File: src/rtl/bsg_axil_store_unpacker.sv
// Replays packed {write_not_read, addr, data} command words as single AXI-lite
// master transactions, one at a time, and returns the addressed read lane.
module bsg_axil_store_unpacker #(
  parameter int axil_addr_width_p    = 32,
  parameter int axil_data_width_p    = 32,
  parameter int payload_data_width_p = 8
) (
  input  logic                             clk_i,
  input  logic                             reset_i,

  input  logic [axil_data_width_p-1:0]     data_i,
  input  logic                             v_i,
  output logic                             ready_o,

  output logic [axil_data_width_p-1:0]     data_o,
  output logic                             v_o,
  input  logic                             ready_i,

  output logic [axil_addr_width_p-1:0]     m_axil_awaddr_o,
  output logic [2:0]                       m_axil_awprot_o,
  output logic                             m_axil_awvalid_o,
  input  logic                             m_axil_awready_i,

  output logic [axil_data_width_p-1:0]     m_axil_wdata_o,
  output logic [axil_data_width_p/8-1:0]   m_axil_wstrb_o,
  output logic                             m_axil_wvalid_o,
  input  logic                             m_axil_wready_i,

  input  logic [1:0]                       m_axil_bresp_i,
  input  logic                             m_axil_bvalid_i,
  output logic                             m_axil_bready_o,

  output logic [axil_addr_width_p-1:0]     m_axil_araddr_o,
  output logic [2:0]                       m_axil_arprot_o,
  output logic                             m_axil_arvalid_o,
  input  logic                             m_axil_arready_i,

  input  logic [axil_data_width_p-1:0]     m_axil_rdata_i,
  input  logic [1:0]                       m_axil_rresp_i,
  input  logic                             m_axil_rvalid_i,
  output logic                             m_axil_rready_o,

  output logic                             error_o
);

  localparam int payload_addr_width_lp = axil_data_width_p - payload_data_width_p - 1;
  localparam int lanes_lp              = axil_data_width_p / payload_data_width_p;
  localparam int strb_width_lp         = axil_data_width_p / 8;
  localparam int lane_bytes_lp         = payload_data_width_p / 8;
  localparam int lg_lanes_lp           = $clog2(lanes_lp);
  localparam int lane_lsb_lp           = $clog2(lane_bytes_lp);
  localparam int lane_width_lp         = (lg_lanes_lp == 0) ? 1 : lg_lanes_lp;

  typedef enum logic [2:0] {
    e_ready,
    e_write,
    e_write_resp,
    e_read_req,
    e_read_resp,
    e_read_data
  } state_e;

  state_e                              state_q, state_d;
  logic                                aw_sent_q, aw_sent_d;
  logic                                w_sent_q, w_sent_d;
  logic                                error_q, error_d;
  // The direction bit is consumed by the accept-cycle state decision only.
  logic [axil_data_width_p-2:0]        cmd_q, cmd_d;
  logic [axil_data_width_p-1:0]        resp_q, resp_d;

  logic [payload_addr_width_lp-1:0]    payload_addr;
  logic [payload_data_width_p-1:0]     payload;
  logic [axil_addr_width_p-1:0]        axil_addr;
  logic [lane_width_lp-1:0]            lane;
  logic [strb_width_lp-1:0]            strb_base;
  logic [payload_data_width_p-1:0]     rdata_lane;
  logic                                aw_done, w_done;

  assign payload_addr = cmd_q[axil_data_width_p-2 -: payload_addr_width_lp];
  assign payload      = cmd_q[payload_data_width_p-1:0];
  assign axil_addr    = axil_addr_width_p'(payload_addr);

  if (lanes_lp == 1) begin : g_one_lane
    assign lane = '0;
  end else begin : g_lanes
    assign lane = payload_addr[lane_lsb_lp +: lg_lanes_lp];
  end

  assign strb_base  = strb_width_lp'({lane_bytes_lp{1'b1}});
  assign rdata_lane = m_axil_rdata_i[int'(lane)*payload_data_width_p +: payload_data_width_p];

  assign m_axil_awaddr_o = axil_addr;
  assign m_axil_araddr_o = axil_addr;
  assign m_axil_awprot_o = 3'b000;
  assign m_axil_arprot_o = 3'b000;
  assign m_axil_wdata_o  = {lanes_lp{payload}};
  assign m_axil_wstrb_o  = strb_base << (int'(lane) * lane_bytes_lp);
  assign data_o          = resp_q;
  assign error_o         = error_q;

  always_ff @(posedge clk_i) begin
    if (reset_i) begin
      state_q   <= e_ready;
      aw_sent_q <= 1'b0;
      w_sent_q  <= 1'b0;
      error_q   <= 1'b0;
      cmd_q     <= '0;
      resp_q    <= '0;
    end else begin
      state_q   <= state_d;
      aw_sent_q <= aw_sent_d;
      w_sent_q  <= w_sent_d;
      error_q   <= error_d;
      cmd_q     <= cmd_d;
      resp_q    <= resp_d;
    end
  end

  // Every valid/ready pair transfers on the cycle both are high at the rising
  // edge; a valid, once raised, holds with stable payload until that cycle.
  always_comb begin
    state_d          = state_q;
    aw_sent_d        = aw_sent_q;
    w_sent_d         = w_sent_q;
    error_d          = error_q;
    cmd_d            = cmd_q;
    resp_d           = resp_q;
    ready_o          = 1'b0;
    v_o              = 1'b0;
    m_axil_awvalid_o = 1'b0;
    m_axil_wvalid_o  = 1'b0;
    m_axil_bready_o  = 1'b0;
    m_axil_arvalid_o = 1'b0;
    m_axil_rready_o  = 1'b0;
    aw_done          = aw_sent_q | m_axil_awready_i;
    w_done           = w_sent_q | m_axil_wready_i;

    case (state_q)
      e_ready: begin
        ready_o = 1'b1;
        if (v_i) begin
          cmd_d   = data_i[axil_data_width_p-2:0];
          state_d = data_i[axil_data_width_p-1] ? e_write : e_read_req;
        end
      end
      e_write: begin
        m_axil_awvalid_o = ~aw_sent_q;
        m_axil_wvalid_o  = ~w_sent_q;
        aw_sent_d        = aw_done;
        w_sent_d         = w_done;
        if (aw_done && w_done) state_d = e_write_resp;
      end
      e_write_resp: begin
        m_axil_bready_o = 1'b1;
        if (m_axil_bvalid_i) begin
          error_d   = error_q | (m_axil_bresp_i != 2'b00);
          aw_sent_d = 1'b0;
          w_sent_d  = 1'b0;
          state_d   = e_ready;
        end
      end
      e_read_req: begin
        m_axil_arvalid_o = 1'b1;
        if (m_axil_arready_i) state_d = e_read_resp;
      end
      e_read_resp: begin
        m_axil_rready_o = 1'b1;
        if (m_axil_rvalid_i) begin
          resp_d  = axil_data_width_p'(rdata_lane);
          error_d = error_q | (m_axil_rresp_i != 2'b00);
          state_d = e_read_data;
        end
      end
      e_read_data: begin
        v_o = 1'b1;
        if (ready_i) state_d = e_ready;
      end
      default: state_d = e_ready;
    endcase
  end

endmodule

File: config.mk
export PLATFORM = sky130hd
export DESIGN_NAME = bsg_axil_store_unpacker
export DESIGN_NICKNAME = d
export VERILOG_FILES = /design/src/rtl/bsg_axil_store_unpacker.sv
export SDC_FILE = /design/constraint.sdc
export NUM_CORES = 1
export LEC_CHECK = 0
export CORE_UTILIZATION = 35
export CTS_CLUSTER_SIZE = 14
export DETAILED_ROUTE_END_ITERATION = 8
export PLACE_DENSITY = 0.82
export SLEW_MARGIN = 15
export SYNTH_ARGS = -nofsm -noshare
export SYNTH_HDL_FRONTEND = slang
export SYNTH_SLANG_ARGS = --single-unit
export TNS_END_PERCENT = 50
File: constraint.sdc
create_clock -name clk_i -period 4.5 [get_ports clk_i]
set_input_delay 0.9 -clock clk_i [delete_from_list [all_inputs] [get_ports clk_i]]
set_output_delay 0.9 -clock clk_i [all_outputs]
set_load 0.02 [all_outputs]
==> results of run 1 <==
layout by cell type (no fill, tap or decap), drive strengths merged, types with 2 or more instances in the layout:
cell type / instances
a21oi: 33
mux2i: 8
nor2b: 2
nand2: 64
and2: 2
clkdlybuf4s50: 173
dfxtp: 45
o31a: 2
bufinv: 2
nor2: 20
a22oi: 2
conb: 48
nor3b: 3
inv: 3
mux4: 8
clkbuf: 5
area by class of cell:
cell class | instances | area [sq um]
Inverter | 3 | 11.26
Sequential cell | 45 | 900.9
Timing Repair Buffer | 174 | 1737
Tap cell | 99 | 123.9
Clock buffer | 5 | 68.82
Fill cell | 684 | 3298
Multi-Input combinational cell | 210 | 1165
Clock inverter | 3 | 65.06
flip-flops by register name, indices dropped and copies added (netlist names):
| signal | cells |
|---|---|
| state_q | 3 |
| w_sent_q | 1 |
| data_o | 8 |
| cmd_q | 31 |
| aw_sent_q | 1 |
| error_o | 1 |
where the power goes:
group	total [mW]	switching (mW)	internal (mW)
clock	0.351	0.130	0.220
sequential	0.577	0.0975	0.480
combinational	1.03	0.533	0.493
worst reg2reg max path, delay by kind of cell (launching register included):
kind / cells / cell delay, ns
simple gates: 3 / 1.43
flops: 1 / 0.40
compound gates: 1 / 0.16
cells by family (layout without fill, tap and decap cells):
family,count (synthesis),after routing,synth area share (%)
AOI/OAI and AO/OA,43,43,9.054
DFF,45,45,33.26
buffers and inverters,115,185,30.25
other,1,48,0.1384
and+or+nand+nor,102,102,17.14
muxes,17,17,10.16
final timing paths:
check	start	to	slack, ns	cells past startpoint
setup reg to reg	state_q[2]	cmd_q[8]	2.44	4
hold reg to reg	cmd_q[20]	cmd_q[20]	0.47	2
setup / recovery	state_q[2]	m_axil_rready_o	1.54	3
hold / removal	cmd_q[20]	cmd_q[20]	0.47	2
per-layer routing:
metal,vias up,part of all wire (%)
met1,1097,36
li1,1145,-
met5,-,0
met2,153,53
met4,0,1.8
met3,14,8.8
through the flow:
step	power, mW	setup WS (ns)	std cells	instance area [sq um]
2_1_floorplan	1.306	2.383	370	2885
3_3_place_gp	1.592	1.819	531	3938
3_5_place_dp	1.618	1.773	531	3938
4_1_cts	1.975	1.532	539	4071
5_1_grt	2.065	1.438	539	4071
6_report	1.954	1.544	539	4071
==> impl_metrics.csv, run 1 <==
group,metric,value,unit
clock_network,insertion_delay,0.29,ns
final_layout,num-nets-final,516,
clock_network,clkTransAtPathRegs,0.08,ns
clock_network,cts_num_sinks,45,
global_routing,grt_most_used_layer,"met2",
clock_network,cts.htree.levels,2,
die,fp.dieW,89.98,microns
critical_path,cell_at_the_slowest_stage_of_the_critical_path,"clkdlybuf4s50_1",
critical_path,critPathMaxStageDelay,0.60,ns
clock_network,cts_post_setup_buffers_inserted,0,
min_path,holdCritPathClass,"flip-flop to flip-flop",
critical_path,critPathBufInv,2,
synthesis,synth-async-reset-ratio,0,%
sta,fin_skew,0.005224,ns
synthesis,synth-seq-cells,45,
global_routing,track_usage,16.13,%
pwr,max-vdd-ir-drop,0.0001867,V
place,numPortBuffers,174,
critical_path,max_fanout_on_critical_path,12,
global_routing,antenna_violations_before_repair,0,
routing,ant_nets,0,
sta,hold_slack,0.4713,ns
global_routing,grt_pass1_wl,10780,microns
sta,crit_share_post_route,65.69,%
sta,achievable-frequency,338.3,MHz
sta,unrepaired_setup_endpoints_after_global_routing,"no",
clock_network,cts_inserted_buffers,5,
synthesis,yosys.area.top_type_share,33.26,%
global_routing,use_met3,4.230,%
critical_path,cp-start-kind,"flip-flop",
global_routing,gr_met2_demand_resource,31.15,%
sta,fin_tns_setup,0,ns
synthesis,postSynthAreaPerCell,8.387,sq um
critical_path,critical_path_arrival,2.06,ns
sta,finalCriticalPeriod,2.956,ns
global_routing,global_route.usage.met1,16.56,%
synthesis,dominant_register_cell_in_the_synthesized_netlist,"dfxtp_1",
sta,worstMarginPinSlew,1.102,ns
pwr,power.leakage,1.541,nW
clock_network,clk_path_buf_depth,2,
routing,drt_iter0_markers,108,
critical_path,path_delay_family,"buffers and inverters",
critical_path,worstPathCellList,"or3b_2, inv_1, clkdlybuf4s50_1",
final_layout,utilization,55.25,%
synthesis,synth_common_cells,"buf_4 (97), nand2_1 (64), dfxtp_1 (45)",
final_layout,drive_above_1_share,5.455,%
global_routing,via_count_of_the_first_global_routing_pass,2304,
clock_network,cts_tree,"built",
synthesis,synth.top_cells.by_area,"dfxtp_1 (33%), buf_4 (27%), nand2_1 (8.9%)",
routing,routed-via-count,2409,
critical_path,timing.setup.critical_path_class,"flip-flop to output port",
final_layout,area_growth_syn_to_layout,50.30,%
sta,timing.max_slew.rel_slack,26.52,%
die,core_region_area,7370,sq um
die,floorplan.die.height,89.98,microns
global_routing,global_route.overflow_total,0,
outcome,status,"complete, no violations",
synthesis,ys_types,37,
pwr,power_per_cell_area,479.9,nW/um^2
routing,avgViaCountPerCell,4.469,
critical_path,end_kind,"output port",
routing,routed_wirelength,6568,microns
job,drv.max_cap_violation_count,0,
synthesis,synth.yosys.warnings,0,
routing,remaining_routing_drc_violations,0,
synthesis,synth_top_area_cell,"dfxtp_1",
routing,drt_pass1_iterations,4,
synthesis,synth.cell_area,2709,sq um
synthesis,yosys.cell_count.top_type,"buf_4",
sta,slew_violations,0,
die,initial_utilization,36.76,%
die,placement_rows,31,
final_layout,number_of_antenna_repair_diodes,0,
clock_network,cts-hold-fix-buffers,0,
die,num_io_pins,223,
clock_network,clock_tree.root_cell,"clkbuf_8",
synthesis,sequential_cell_area_fraction_in_the_yosys_report,33.26,%
critical_path,cp_data_required_time,3.60,ns
routing,wl_per_cell,12.19,microns
place,dp_hpwl,5205,microns
synthesis,synth_enable_flop_cells,0,
synthesis,netlist_instances,323,
global_routing,grt_start_max_net_pins,48,
clock_network,postCtsResizedCells,0,
place,globalplace.congestion,0.8040,
sta,finalHoldViolCount,0,
die,dieArea,8096,sq um
sta,finalSetupViolations,0,
(Power assumes the default switching activity.)
==> run 2: changes to the inputs <==
--- a/config.mk
+++ b/config.mk
@@ -5,10 +5,10 @@
 export SDC_FILE = /design/constraint.sdc
 export NUM_CORES = 1
 export LEC_CHECK = 0
-export CORE_UTILIZATION = 35
+export CORE_UTILIZATION = 30
 export CTS_CLUSTER_SIZE = 14
 export DETAILED_ROUTE_END_ITERATION = 8
-export PLACE_DENSITY = 0.82
+export PLACE_DENSITY = 0.74
 export SLEW_MARGIN = 15
 export SYNTH_ARGS = -nofsm -noshare
 export SYNTH_HDL_FRONTEND = slang
==> constraint.sdc (replaced) <==
create_clock -name clk_i -period 2.65 [get_ports clk_i]
set_input_delay 0.53 -clock clk_i [delete_from_list [all_inputs] [get_ports clk_i]]
set_output_delay 0.53 -clock clk_i [all_outputs]
set_load 0.02 [all_outputs]
==> impl_metrics.csv, run 2 (synthesis results as in run 1) <==
group,metric,value,unit
sta,fin_tns_setup,0,ns
job,drv.max_cap_violation_count,0,
critical_path,critPathMaxStageDelay,0.60,ns
critical_path,ff2ff_path_depth,4,
pwr,max-vdd-ir-drop,0.0002999,V
clock_network,postCtsResizedCells,0,
final_layout,drive_above_1_share,6.757,%
clock_network,clock_tree.root_cell,"clkbuf_8",
critical_path,reg_to_reg_endpoint,"state_q[1]",
final_layout,utilization,46.69,%
place,globalplace.congestion,0.8135,
critical_path,max_fanout_on_critical_path,13,
sta,crit_share_post_route,96.28,%
final_layout,largest_register_ffs,31,
clock_network,cts-hold-fix-buffers,0,
pwr,power_per_cell_area,783.5,nW/um^2
routing,drt_pass1_iterations,4,
place,numPortBuffers,174,
sta,finalHoldViolCount,0,
critical_path,worstPathCellList,"or3b_2, inv_1, clkdlybuf4s50_1",
critical_path,r2r_slack,0.94,ns
clock_network,cts_post_setup_buffers_inserted,0,
final_layout,commonest_non_fill_non_tap_cell_in_the_layout,"clkdlybuf4s50_1",
sta,fin_skew,0.006179,ns
critical_path,rr_startpoint,"state_q[1]",
die,floorplan.die.height,97.03,microns
sta,finalSetupViolations,0,
global_routing,antenna_violations_before_repair,0,
die,core_region_area,8721,sq um
final_layout,area_growth_syn_to_layout,50.30,%
routing,routed-via-count,2360,
clock_network,cts_inserted_buffers,5,
final_layout,mostFrequentLayoutCells,"clkdlybuf4s50_1 (173), nand2_1 (64), conb_1 (48)",
sta,timing.max_slew.rel_slack,64.30,%
critical_path,worstSetupPathDepth,3,
clock_network,cts_num_sinks,45,
min_path,holdCritPathClass,"flip-flop to flip-flop",
routing,remaining_routing_drc_violations,0,
clock_network,clkTransAtPathRegs,0.09,ns
critical_path,end_kind,"output port",
routing,wl_per_cell,12.61,microns
sta,slew_violations,0,
global_routing,grt_start_max_net_pins,32,
outcome,status,"complete, no violations",
critical_path,cp-start-kind,"flip-flop",
global_routing,global_route.overflow_total,0,
clock_network,cts_tree,"built",
sta,achievable-frequency,392.0,MHz
pwr,power.leakage,1.538,nW
global_routing,grt_pass1_wl,11000,microns
critical_path,cell_at_the_slowest_stage_of_the_critical_path,"clkdlybuf4s50_1",
sta,finalCriticalPeriod,2.551,ns
global_routing,via_count_of_the_first_global_routing_pass,2254,
sta,unrepaired_setup_endpoints_after_global_routing,"no",
clock_network,cts.htree.levels,2,
clock_network,clk_path_buf_depth,2,
routing,routed_wirelength,6958,microns
place,dp_hpwl,5391,microns
critical_path,timing.critical_path.from,"state_q[1]",
die,placement_rows,34,
final_layout,number_of_antenna_repair_diodes,0,
critical_path,critical_path_arrival,2.02,ns
global_routing,track_usage,14.53,%
die,dieArea,9414,sq um
final_layout,num-nets-final,520,
routing,drt_iter0_markers,65,
final_layout,largest-register,"cmd_q",
critical_path,path_delay_family,"buffers and inverters",
critical_path,cp_capture_point,"m_axil_rready_o",
critical_path,timing.setup.critical_path_class,"flip-flop to output port",
critical_path,cp_data_required_time,2.12,ns
sta,worstMarginPinSlew,0.5348,ns
critical_path,critPathBufInv,2,
die,num_io_pins,223,
routing,avgViaCountPerCell,4.275,
final_layout,final.fill_count,819,
die,initial_utilization,31.06,%
routing,ant_nets,0,
clock_network,insertion_delay,0.30,ns
die,fp.dieW,97.03,microns
==> run 2: layer usage <==
layer | up-vias | global-route usage, % | part of all wire, %
met5 | - | 0 | 0
met4 | 0 | 3.789 | 0.86
met3 | 8 | 4.841 | 9.7
met2 | 136 | 26.81 | 52
met1 | 1066 | 15.76 | 38
li1 | 1150 | - | -
==> run 2: report_power, final <==
group | internal (mW) | total, mW | switching (mW)
Clock | 0.187 | 0.431 | 0.244
Sequential | 0.817 | 0.982 | 0.165
Combinational | 0.856 | 1.78 | 0.922
==> run 2: area by class of cell <==
class / instances / area [sq um] / area share (%)
clock inverter: 3 / 21.27 / 0.5224
sequential: 45 / 903.4 / 22.19
timing repair buffer: 178 / 1767 / 43.39
tap: 108 / 135.1 / 3.319
clock buffer: 5 / 68.82 / 1.690
multi-input combinational: 210 / 1165 / 28.61
inverter: 3 / 11.26 / 0.2766
==> run 2: how the worst min path moves through the flow <==
stage / slack (ns) / startpoint / end / depth (start not counted)
final: 0.48 / cmd_q[17] / cmd_q[17] / 2
after global routing: 0.50 / cmd_q[14] / cmd_q[14] / 2
after CTS: 0.48 / cmd_q[12] / cmd_q[12] / 2
after detailed placement: 0.47 / cmd_q[12] / cmd_q[12] / 2
after global placement: 0.46 / cmd_q[24] / cmd_q[24] / 2
after floorplan: 0.49 / aw_sent_q / aw_sent_q / 2
==> run 2: worst min-delay path: cells and delay by family, from the launching register on <==
family | cells | cell delay (ns)
AO/OA/AOI/OAI | 1 | 0.05
AND/OR/NAND/NOR | 1 | 0.05
flip-flops | 1 | 0.33
==> run 2: through the flow <==
step | power (mW) | hold slack (ns) | area (sq um) | worst slack [ns] | instances
3_5_place_dp | 2.782 | 0.4668 | 3979 | 0.3720 | 544
3_3_place_gp | 2.735 | 0.4562 | 3979 | 0.4035 | 544
2_1_floorplan | 2.217 | 0.4880 | 2885 | 0.9034 | 370
6_report | 3.190 | 0.4790 | 4071 | 0.09867 | 552
5_1_grt | 3.388 | 0.5042 | 4071 | 0.006195 | 552
4_1_cts | 3.223 | 0.4805 | 4069 | 0.02722 | 552
==> run 3: changes to the inputs <==
--- a/config.mk
+++ b/config.mk
@@ -5,10 +5,10 @@
 export SDC_FILE = /design/constraint.sdc
 export NUM_CORES = 1
 export LEC_CHECK = 0
-export CORE_UTILIZATION = 30
+export CORE_UTILIZATION = 35
 export CTS_CLUSTER_SIZE = 14
 export DETAILED_ROUTE_END_ITERATION = 8
-export PLACE_DENSITY = 0.74
+export PLACE_DENSITY = 0.82
 export SLEW_MARGIN = 15
 export SYNTH_ARGS = -nofsm -noshare
 export SYNTH_HDL_FRONTEND = slang
==> constraint.sdc (replaced) <==
create_clock -name clk_i -period 3.12 [get_ports clk_i]
set_input_delay 0.624 -clock clk_i [delete_from_list [all_inputs] [get_ports clk_i]]
set_output_delay 0.624 -clock clk_i [all_outputs]
set_load 0.02 [all_outputs]
==> impl_metrics.csv, run 3 (synthesis results as in run 1) <==
group,metric,value,unit
critical_path,rr_startpoint,"state_q[0]",
critical_path,path_delay_family,"buffers and inverters",
place,number_of_instances_in_the_placed_design,534,
die,core_region_area,7370,sq um
sta,unrepaired_setup_endpoints_after_global_routing,"no",
critical_path,critPathBufInv,2,
clock_network,cts_post_setup_buffers_inserted,0,
pwr,power_per_cell_area,692.4,nW/um^2
clock_network,cts_tree,"built",
final_layout,area_growth_syn_to_layout,51.13,%
sta,slew_violations,0,
critical_path,critPathMaxStageDelay,0.61,ns
final_layout,area.sequential,900.9,sq um
routing,drt_pass1_iterations,4,
final_layout,num-nets-final,519,
pwr,power_frac_clock,18.0,%
critical_path,cell_at_the_slowest_stage_of_the_critical_path,"clkdlybuf4s50_1",
die,fp.dieW,89.98,microns
global_routing,antenna_violations_before_repair,0,
place,placed_cell_area,3960,sq um
place,globalplace.congestion,0.8122,
critical_path,end_kind,"output port",
pwr,power.leakage,1.556,nW
pwr,p_sw_share,38.75,%
clock_network,cts_inserted_buffers,5,
final_layout,multiInputGateArea,1165,sq um
sta,achievable-frequency,370.0,MHz
min_path,critical_hold_path_startpoint,"cmd_q[10]",
final_layout,largest-register,"cmd_q",
sta,setup_slack,0.4169,ns
global_routing,track_usage,15.77,%
routing,wl_per_cell,11.85,microns
place,dp_hpwl,5100,microns
critical_path,timing.critical_path.from,"state_q[2]",
die,floorplan.die.height,89.98,microns
die,num_io_pins,223,
critical_path,cp-start-kind,"flip-flop",
sta,fin_tns_setup,0,ns
sta,hold_slack,0.4722,ns
critical_path,max_fanout_on_critical_path,12,
final_layout,drive_above_1_share,6.095,%
pwr,p_total,2.835,mW
clock_network,insertion_delay,0.29,ns
clock_network,clock_tree.root_cell,"clkbuf_8",
critical_path,r2r_slack,1.40,ns
sta,finalSetupViolations,0,
final_layout,final.fill_count,645,
sta,fin_skew,0.003882,ns
clock_network,cts-hold-fix-buffers,0,
min_path,holdCritPathClass,"flip-flop to flip-flop",
die,dieArea,8096,sq um
die,placement_rows,31,
place,numPortBuffers,174,
die,initial_utilization,36.76,%
sta,worstMarginPinSlew,0.8406,ns
global_routing,via_count_of_the_first_global_routing_pass,2311,
critical_path,critical_path_arrival,2.08,ns
job,drv.max_cap_violation_count,0,
clock_network,postCtsResizedCells,0,
outcome,status,"complete, no violations",
critical_path,worstPathCellList,"or3b_2, inv_1, clkdlybuf4s50_1",
sta,finalHoldViolCount,0,
final_layout,utilization,55.55,%
global_routing,global_route.overflow_total,0,
place,place_worst_setup_slack,0.7410,ns
routing,remaining_routing_drc_violations,0,
routing,routed_wirelength,6425,microns
routing,routed-via-count,2394,
sta,crit_share_post_route,86.64,%
sta,timing.max_slew.rel_slack,43.96,%
final_layout,mostFrequentLayoutCells,"clkdlybuf4s50_1 (173), nand2_1 (64), conb_1 (48)",
pwr,power_report.internal_total,1.736,mW
pwr,p_sw,1.098,mW
routing,avgViaCountPerCell,4.417,
global_routing,grt_pass1_wl,10580,microns
global_routing,grt_start_max_net_pins,48,
final_layout,fin_area,4094,sq um
clock_network,clkTransAtPathRegs,0.08,ns
clock_network,clk_path_buf_depth,2,
clock_network,cts.htree.levels,2,
final_layout,number_of_antenna_repair_diodes,0,
clock_network,cts_num_sinks,45,
final_layout,instances_no_fill,542,
pwr,max-vdd-ir-drop,0.0002548,V
routing,drt_iter0_markers,94,
routing,ant_nets,0,
pwr,power_frac_seq,29.1,%
final_layout,largest_register_ffs,31,
pwr,power.share.combinational,52.9,%
final_layout,commonest_non_fill_non_tap_cell_in_the_layout,"clkdlybuf4s50_1",
critical_path,timing.setup.critical_path_class,"flip-flop to output port",
sta,finalCriticalPeriod,2.703,ns
critical_path,cp_data_required_time,2.50,ns
==> run 3: cell types whose count changed in the layout (fill, tap and decap cells not counted) <==
cell,before,now
dfxtp_2,2,0
inv_6,1,0
dfxtp_1,43,45
buf_4,4,3
bufinv_16,0,2
clkinvlp_4,1,0
==> run 3: worst paths after layout <==
| path | end | cells after the start |
|---|---|---|
| worst min register to register | cmd_q[10] | 2 |
| worst max register to register | state_q[1] | 4 |
| worst min-delay path | cmd_q[10] | 2 |
| worst max-delay path | m_axil_rready_o | 3 |
==> run 3: layout make-up <==
cell class	instances	area share, %
well taps	99	3.026
flip-flops and latches	45	22.00
clock buffers	5	1.681
repair buffers	177	42.97
multi-input cells	210	28.45
clock inverters	3	1.589
inverters	3	0.2751
==> run 3: per-layer routing <==
metal | track usage [%] | vias to the layer above | wire length, microns
li1 | - | 1147 | -
met1 | 15.26 | 1100 | 2298
met2 | 31.54 | 141 | 3494
met3 | 5.161 | 6 | 577
met4 | 4.167 | 0 | 55
met5 | 0 | - | 0
==> run 3: power groups by stage <==
| stage | clock, mW | combinational [mW] | sequential (mW) |
|---|---|---|---|
| 2_1_floorplan | 0 | 0.979 | 0.904 |
| 3_3_place_gp | 0 | 1.48 | 0.829 |
| 3_5_place_dp | 0 | 1.51 | 0.841 |
| 4_1_cts | 0.529 | 1.51 | 0.828 |
| 5_1_grt | 0.555 | 1.59 | 0.851 |
| 6_report | 0.510 | 1.50 | 0.826 |
==> run 3: worst min-delay path: cells and delay by family, from the launching register on <==
| kind | cells | cell delay, ns |
|---|---|---|
| flip-flops | 1 | 0.33 |
| AO/OA/AOI/OAI | 1 | 0.05 |
| AND/OR/NAND/NOR | 1 | 0.05 |
